File: src/rtl/instr_fetch_unit_if.sv
// Fetch-stage bus: control-unit handshake plus the instruction-memory read port.
// The fetch unit connects through "master"; the control unit / memory side uses "slave".
interface instr_fetch_unit_if #(
  parameter int ADDR_W = 64
);
  logic              fetch_en;
  logic              ir_ack;
  logic              pc_load;
  logic [ADDR_W-1:0] pc_in;
  logic [ADDR_W-1:0] mem_addr;
  logic              mem_req;
  logic              mem_ack;
  logic [31:0]       mem_rdata;
  logic [31:0]       IR;
  logic              ir_valid;
  logic [ADDR_W-1:0] pc;
  logic              fetch_err;

  modport master (
    input  fetch_en, ir_ack, pc_load, pc_in, mem_ack, mem_rdata,
    output mem_addr, mem_req, IR, ir_valid, pc, fetch_err
  );

  modport slave (
    output fetch_en, ir_ack, pc_load, pc_in, mem_ack, mem_rdata,
    input  mem_addr, mem_req, IR, ir_valid, pc, fetch_err
  );
endinterface

File: src/rtl/instr_fetch_unit.sv
// Instruction fetch stage: owns the PC, reads instruction memory over req/ack and
// holds the fetched word in IR until the control unit consumes it.
module instr_fetch_unit #(
  parameter int                ADDR_W   = 64,
  parameter logic [ADDR_W-1:0] RESET_PC = {ADDR_W{1'b0}},
  parameter int                TIMEOUT  = 16
) (
  input  logic                i_clock,
  input  logic                i_reset,
  instr_fetch_unit_if.master  io_fetch
);

  localparam int                CNT_W   = $clog2(TIMEOUT + 1);
  localparam logic [CNT_W-1:0]  CNT_MAX = CNT_W'(TIMEOUT - 1);
  localparam logic [CNT_W-1:0]  CNT_ONE = CNT_W'(1);
  localparam logic [ADDR_W-1:0] PC_STEP = ADDR_W'(3'd4);

  typedef enum logic [1:0] {
    ST_IDLE  = 2'd0,
    ST_REQ   = 2'd1,
    ST_VALID = 2'd2
  } state_t;

  state_t            r_state;
  logic [ADDR_W-1:0] r_pc;
  logic [ADDR_W-1:0] r_mem_addr;
  logic              r_mem_req;
  logic [31:0]       r_ir;
  logic              r_ir_valid;
  logic              r_fetch_err;
  logic              r_pend;
  logic [ADDR_W-1:0] r_target;
  logic [CNT_W-1:0]  r_wait_cnt;

  state_t            w_state_nxt;
  logic [ADDR_W-1:0] w_pc_nxt;
  logic [ADDR_W-1:0] w_mem_addr_nxt;
  logic              w_mem_req_nxt;
  logic [31:0]       w_ir_nxt;
  logic              w_ir_valid_nxt;
  logic              w_fetch_err_nxt;
  logic              w_pend_nxt;
  logic [ADDR_W-1:0] w_target_nxt;
  logic [CNT_W-1:0]  w_wait_cnt_nxt;
  logic [ADDR_W-1:0] w_pc_in_al;
  logic              w_pend_any;
  logic [ADDR_W-1:0] w_target_sel;

  // A redirect arriving in the same cycle as the ack/timeout counts as already pending.
  assign w_pc_in_al   = {io_fetch.pc_in[ADDR_W-1:2], 2'b00};
  assign w_pend_any   = r_pend | io_fetch.pc_load;
  assign w_target_sel = io_fetch.pc_load ? w_pc_in_al : r_target;

  // State and datapath registers
  always_ff @(posedge i_clock) begin
    if (i_reset) begin
      r_state     <= ST_IDLE;
      r_pc        <= RESET_PC;
      r_mem_addr  <= RESET_PC;
      r_mem_req   <= 1'b0;
      r_ir        <= 32'h0000_0000;
      r_ir_valid  <= 1'b0;
      r_fetch_err <= 1'b0;
      r_pend      <= 1'b0;
      r_target    <= {ADDR_W{1'b0}};
      r_wait_cnt  <= {CNT_W{1'b0}};
    end else begin
      r_state     <= w_state_nxt;
      r_pc        <= w_pc_nxt;
      r_mem_addr  <= w_mem_addr_nxt;
      r_mem_req   <= w_mem_req_nxt;
      r_ir        <= w_ir_nxt;
      r_ir_valid  <= w_ir_valid_nxt;
      r_fetch_err <= w_fetch_err_nxt;
      r_pend      <= w_pend_nxt;
      r_target    <= w_target_nxt;
      r_wait_cnt  <= w_wait_cnt_nxt;
    end
  end

  // Next-state and next-output logic
  always_comb begin
    w_state_nxt     = r_state;
    w_pc_nxt        = r_pc;
    w_mem_addr_nxt  = r_mem_addr;
    w_mem_req_nxt   = r_mem_req;
    w_ir_nxt        = r_ir;
    w_ir_valid_nxt  = r_ir_valid;
    w_fetch_err_nxt = r_fetch_err;
    w_pend_nxt      = r_pend;
    w_target_nxt    = r_target;
    w_wait_cnt_nxt  = r_wait_cnt;

    case (r_state)
      ST_IDLE: begin
        w_mem_req_nxt = 1'b0;
        if (io_fetch.pc_load) begin
          w_pc_nxt = w_pc_in_al;
        end else if (io_fetch.fetch_en) begin
          w_mem_addr_nxt = r_pc;
          w_mem_req_nxt  = 1'b1;
          w_wait_cnt_nxt = {CNT_W{1'b0}};
          w_state_nxt    = ST_REQ;
        end else begin
          w_state_nxt = ST_IDLE;
        end
      end

      ST_REQ: begin
        if (io_fetch.mem_ack) begin
          w_mem_req_nxt = 1'b0;
          w_pend_nxt    = 1'b0;
          if (w_pend_any) begin
            w_pc_nxt    = w_target_sel;
            w_state_nxt = ST_IDLE;
          end else begin
            w_ir_nxt       = io_fetch.mem_rdata;
            w_pc_nxt       = r_pc + PC_STEP;
            w_ir_valid_nxt = 1'b1;
            w_state_nxt    = ST_VALID;
          end
        end else if (r_wait_cnt == CNT_MAX) begin
          w_mem_req_nxt   = 1'b0;
          w_fetch_err_nxt = 1'b1;
          w_pend_nxt      = 1'b0;
          w_state_nxt     = ST_IDLE;
          if (w_pend_any) begin
            w_pc_nxt = w_target_sel;
          end else begin
            w_pc_nxt = r_pc;
          end
        end else begin
          w_wait_cnt_nxt = r_wait_cnt + CNT_ONE;
          w_pend_nxt     = w_pend_any;
          w_target_nxt   = w_target_sel;
        end
      end

      ST_VALID: begin
        if (io_fetch.pc_load) begin
          w_pc_nxt       = w_pc_in_al;
          w_ir_valid_nxt = 1'b0;
          w_state_nxt    = ST_IDLE;
        end else if (io_fetch.ir_ack) begin
          w_ir_valid_nxt = 1'b0;
          if (io_fetch.fetch_en) begin
            w_mem_addr_nxt = r_pc;
            w_mem_req_nxt  = 1'b1;
            w_wait_cnt_nxt = {CNT_W{1'b0}};
            w_state_nxt    = ST_REQ;
          end else begin
            w_state_nxt = ST_IDLE;
          end
        end else begin
          w_state_nxt = ST_VALID;
        end
      end

      default: begin
        w_state_nxt   = ST_IDLE;
        w_mem_req_nxt = 1'b0;
      end
    endcase
  end

  assign io_fetch.mem_addr  = r_mem_addr;
  assign io_fetch.mem_req   = r_mem_req;
  assign io_fetch.IR        = r_ir;
  assign io_fetch.ir_valid  = r_ir_valid;
  assign io_fetch.pc        = r_pc;
  assign io_fetch.fetch_err = r_fetch_err;

endmodule

File: src/flat_wrapper.sv
// flat-port wrapper written by rule: the top's interface ports become plain ports
module instr_fetch_unit_flat 
#(
  parameter int                ADDR_W   = 64,
  parameter logic [ADDR_W-1:0] RESET_PC = {ADDR_W{1'b0}},
  parameter int                TIMEOUT  = 16
)
  (i_clock, i_reset, io_fetch_fetch_en, io_fetch_ir_ack, io_fetch_pc_load, io_fetch_pc_in, io_fetch_mem_ack, io_fetch_mem_rdata, io_fetch_mem_addr, io_fetch_mem_req, io_fetch_IR, io_fetch_ir_valid, io_fetch_pc, io_fetch_fetch_err);
  instr_fetch_unit_if #(.ADDR_W(ADDR_W)) io_fetch_i ();
  input  logic i_clock;
  input  logic i_reset;
  input wire logic [$bits(io_fetch_i.fetch_en)-1:0] io_fetch_fetch_en;
  input wire logic [$bits(io_fetch_i.ir_ack)-1:0] io_fetch_ir_ack;
  input wire logic [$bits(io_fetch_i.pc_load)-1:0] io_fetch_pc_load;
  input wire logic [$bits(io_fetch_i.pc_in)-1:0] io_fetch_pc_in;
  input wire logic [$bits(io_fetch_i.mem_ack)-1:0] io_fetch_mem_ack;
  input wire logic [$bits(io_fetch_i.mem_rdata)-1:0] io_fetch_mem_rdata;
  output wire logic [$bits(io_fetch_i.mem_addr)-1:0] io_fetch_mem_addr;
  output wire logic [$bits(io_fetch_i.mem_req)-1:0] io_fetch_mem_req;
  output wire logic [$bits(io_fetch_i.IR)-1:0] io_fetch_IR;
  output wire logic [$bits(io_fetch_i.ir_valid)-1:0] io_fetch_ir_valid;
  output wire logic [$bits(io_fetch_i.pc)-1:0] io_fetch_pc;
  output wire logic [$bits(io_fetch_i.fetch_err)-1:0] io_fetch_fetch_err;
  assign io_fetch_i.fetch_en = io_fetch_fetch_en;
  assign io_fetch_i.ir_ack = io_fetch_ir_ack;
  assign io_fetch_i.pc_load = io_fetch_pc_load;
  assign io_fetch_i.pc_in = io_fetch_pc_in;
  assign io_fetch_i.mem_ack = io_fetch_mem_ack;
  assign io_fetch_i.mem_rdata = io_fetch_mem_rdata;
  assign io_fetch_mem_addr = io_fetch_i.mem_addr;
  assign io_fetch_mem_req = io_fetch_i.mem_req;
  assign io_fetch_IR = io_fetch_i.IR;
  assign io_fetch_ir_valid = io_fetch_i.ir_valid;
  assign io_fetch_pc = io_fetch_i.pc;
  assign io_fetch_fetch_err = io_fetch_i.fetch_err;
  instr_fetch_unit #(.ADDR_W(ADDR_W), .RESET_PC(RESET_PC), .TIMEOUT(TIMEOUT)) u_core (.i_clock(i_clock), .i_reset(i_reset), .io_fetch(io_fetch_i));
endmodule
File: config.mk
export PLATFORM = sky130hd
export DESIGN_NAME = instr_fetch_unit_flat
export DESIGN_NICKNAME = d
export VERILOG_FILES = /design/src/rtl/instr_fetch_unit_if.sv /design/src/rtl/instr_fetch_unit.sv /design/src/flat_wrapper.sv
export SDC_FILE = /design/constraint.sdc
export NUM_CORES = 1
export LEC_CHECK = 0
export CORE_MARGIN = 2
export CORE_UTILIZATION = 44
export CTS_BUF_LIST = sky130_fd_sc_hd__clkbuf_4
export CTS_CLUSTER_DIAMETER = 120
export DETAILED_ROUTE_END_ITERATION = 7
export DONT_BUFFER_PORTS = 1
export GPL_ROUTABILITY_DRIVEN = 0
export GPL_TIMING_DRIVEN = 0
export MAX_ROUTING_LAYER = met4
export PLACE_DENSITY_LB_ADDON = 0.25
export REMOVE_ABC_BUFFERS = 1
export SLEW_MARGIN = 20
export SYNTH_ARGS = -nofsm -noshare
export SYNTH_HDL_FRONTEND = slang
export SYNTH_SLANG_ARGS = --single-unit
File: constraint.sdc
create_clock -name i_clock -period 5.5 [get_ports i_clock]
set_clock_uncertainty 0.1 [all_clocks]
set_input_delay 0.825 -clock i_clock [delete_from_list [all_inputs] [get_ports i_clock]]
set_output_delay 0.825 -clock i_clock [all_outputs]
set_load 0.005 [all_outputs]
==> metrics.md <==
| Metric | Value |
|---|---|
| Status | finished, final reports clean |
| Chip Width | 161 µm |
| LEAKAGE | 3.90 nW |
| Synthesized instance count | 1,450 |
| Ys Warns | 0 |
| Hold_ws | 0.159 ns |
| Die area | 26,100 µm² |
| Hpwl dp | 23,600 µm |
| CP Max Fanout | 43 |
| Final net count | 1,524 |
| Fin cells | 1,784 |
| EDFF count, synth | 0 |
| Synth area leaders | dfxtp_1, nand2_1, a21oi_1 |
| Worst-Skew Late Latency | 0.68 ns |
| Vias in the first global route | 10,400 |
| GRT Total Usage | 28.3% |
| DP Area | 11,300 µm² |
| Setup TNS | 0 ns |
| Yosys top cell by area | dfxtp_1 |
| Seq/Total Area, Yosys | 43.1% |
| Count leader, synth | nand2_1 |
| Final setup vio count | 0 |
| # placed instances | 1,673 |
| Setup ws final | 1.49 ns |
| Starting DRT DRC Count | 1,082 |
| Final Cell Area | 12,100 µm² |
| Detailed Route WL | 37,000 µm |
| Slew headroom | 31.2% |
| FF/Latch Area | 4710 µm² |
| Starting Density | 44.8% |
| Share of cells above drive strength 1 | 11.2% |
| CTS H-tree depth | 3 |
| CTS tree | done |
| Clock-pin slew on the worst setup and hold paths | 0.06 ns |
| Final ANT Viol Nets | 0 |
| Num CTS Buffers | 68 |
| Pwr Total | 3.75 mW |
| Worst EP required | 6.00 ns |
| Critical path type | register to register |
| Core Area | 24,300 µm² |
| Slew @ Worst Pin | 1.02 ns |
| Worst slack, placed | 1.56 ns |
| Minimum clock period | 4.01 ns |
| Port Buffers | 0 |
| Fin util | 49.8% |
| Distinct cells, synth | 69 |
| Die H | 161 µm |
| Area grow syn2layout | 11.0% |
| DRC viols | 0 |
| Most frequent cells after synthesis | nand2_1, dfxtp_1, a21oi_1, clkbuf_1, nor2_1 |
| Pwr Density | 310 nW/µm² |
| Drt first pass iters | 5 |
| Fmax | 250 MHz |
| Fin. max-slew vios | 0 |
| Maximum number of pins on one net before global-route repair | 224 |
| Max capacitance violation total | 0 |
| FILL cells | 2,429 |
| RSZ-0062 raised after global routing | no |
| Drt wl/cell | 20.7 µm |
| Area of the multi-input gates | 5780 µm² |
| #FFs+latches synth | 235 |
| Crit end category | register |
| First-pass GRT wire length | 57,000 µm |
| Post-synth top area share | 43.1% |
| Worst setup SP type | register |
| Antenna violations before repair | 1 |
| Hold Vio Cnt, Final | 0 |
| Vias per Instance | 6.09 |
| Worst-case clock buffer depth | 3 |
| VDD IR-drop max | 0.148 mV |
| IO Pins | 265 |
| # resized after CTS | 0 |
| Syn Std Cell Area | 10,900 µm² |
| Post-CTS Setup Inserts | 0 |
| Rows | 57 |
| DR vias | 10,900 |
| Clock sinks | 235 |
| Hold_buf cts | 0 |
| Arr. time, crit path | 4.51 ns |
| Main synth FF type | dfxtp_1 |
| Synthesized area per cell | 7.52 µm² |
| Root buffer cell | clkbuf_4 |
| GR Overflow Total | 0 |
| Worst hold path type | input pin to register |
| Tcrit/Tclk final | 72.9% |
| Post-synth ARST share | 0% |
==> kinds of logic after synthesis <==
kind of cell,Yosys count,share of synthesized area [%]
xor gates and xnor gates,10,0.803
muxes,3,0.287
buffers and inverters,134,4.78
DFF,235,43.1
AOI/OAI and AO/OA,432,24.6
and+or+nand+nor,633,26.1
adders and majority gates,3,0.344
==> cell usage in the layout (no fill, tap or decap), types with 6 or more instances in the layout <==
master / Yosys / routed
nand3_1: 35 / 35
inv_1: 10 / 10
a21o_1: 6 / 6
and3_1: 11 / 11
o311a_1: 7 / 7
clkbuf_4: 0 / 102
a221o_1: 9 / 9
o221ai_1: 13 / 13
a21oi_1: 229 / 229
nor3_1: 19 / 16
dfxtp_1: 235 / 234
clkinv_1: 2 / 9
o21ai_0: 47 / 47
nor2_1: 56 / 54
o22ai_1: 14 / 14
or4_1: 11 / 11
nand2_1: 395 / 393
buf_4: 1 / 6
nor4_1: 17 / 15
a211oi_1: 18 / 18
buf_16: 0 / 8
or3_1: 17 / 16
nand2b_1: 7 / 6
a221oi_1: 6 / 6
o31ai_1: 6 / 6
nand4_1: 28 / 28
a311oi_1: 10 / 10
a31oi_1: 13 / 13
o221a_2: 10 / 10
nor3b_1: 6 / 6
==> worst paths after layout <==
| check | startpoint | endpoint | slack, ns | cells past startpoint |
|---|---|---|---|---|
| worst max-delay path | u_core.r_state[0] | u_core.io_fetch.pc[57] | 1.49 | 5 |
| worst min-delay path | i_reset | u_core.io_fetch.mem_addr[1] | 0.16 | 1 |
| worst max register to register | u_core.r_state[0] | u_core.io_fetch.pc[57] | 1.49 | 5 |
| worst min register to register | u_core.r_target[16] | u_core.r_target[16] | 0.35 | 2 |
==> sequential cells by signal, summed over array words and instances (netlist names), 2 cells and up <==
register	cells
u_core.io_fetch.pc	64
u_core.r_state	2
u_core.r_target	64
u_core.r_wait_cnt	5
u_core.io_fetch.IR	32
u_core.io_fetch.mem_addr	64
==> where the power goes <==
group          internal (mW)  switching [mW]  leakage (nW)
Sequential              1.77           0.118          1.91
Clock                  0.834           0.739         0.485
Combinational          0.125           0.170          1.50
Total                   2.73            1.03          3.90
==> routing by layer <==
layer | part of all wire (%) | vias to the layer above | wire (µm) | global-route usage (%)
li1 | - | 5152 | - | -
met1 | 40 | 5136 | 14800 | 34.1
met2 | 48 | 496 | 17600 | 44.3
met3 | 9.6 | 87 | 3530 | 8.12
met4 | 2.9 | 0 | 1080 | 12.2
met5 | 0 | - | 0 | -
==> area by class of cell <==
class / count / area share, %
Timing Repair Buffer: 21 / 3.07
Sequential cell: 235 / 38.9
Multi-Input combinational cell: 1081 / 47.8
Clock inverter: 8 / 0.248
Antenna cell: 1 / 0.0207
Tap cell: 324 / 3.35
Inverter: 12 / 0.372
Clock buffer: 102 / 6.32
==> worst max-delay path, cell delays in order (launching register included) <==
cell and delay [ns]:
dfxtp_2 0.78, nand4bb_1 0.89, or2_2 0.97, or3_1 0.47, or4_1 0.51, a31oi_1 0.18
(Power assumes the default switching activity.)
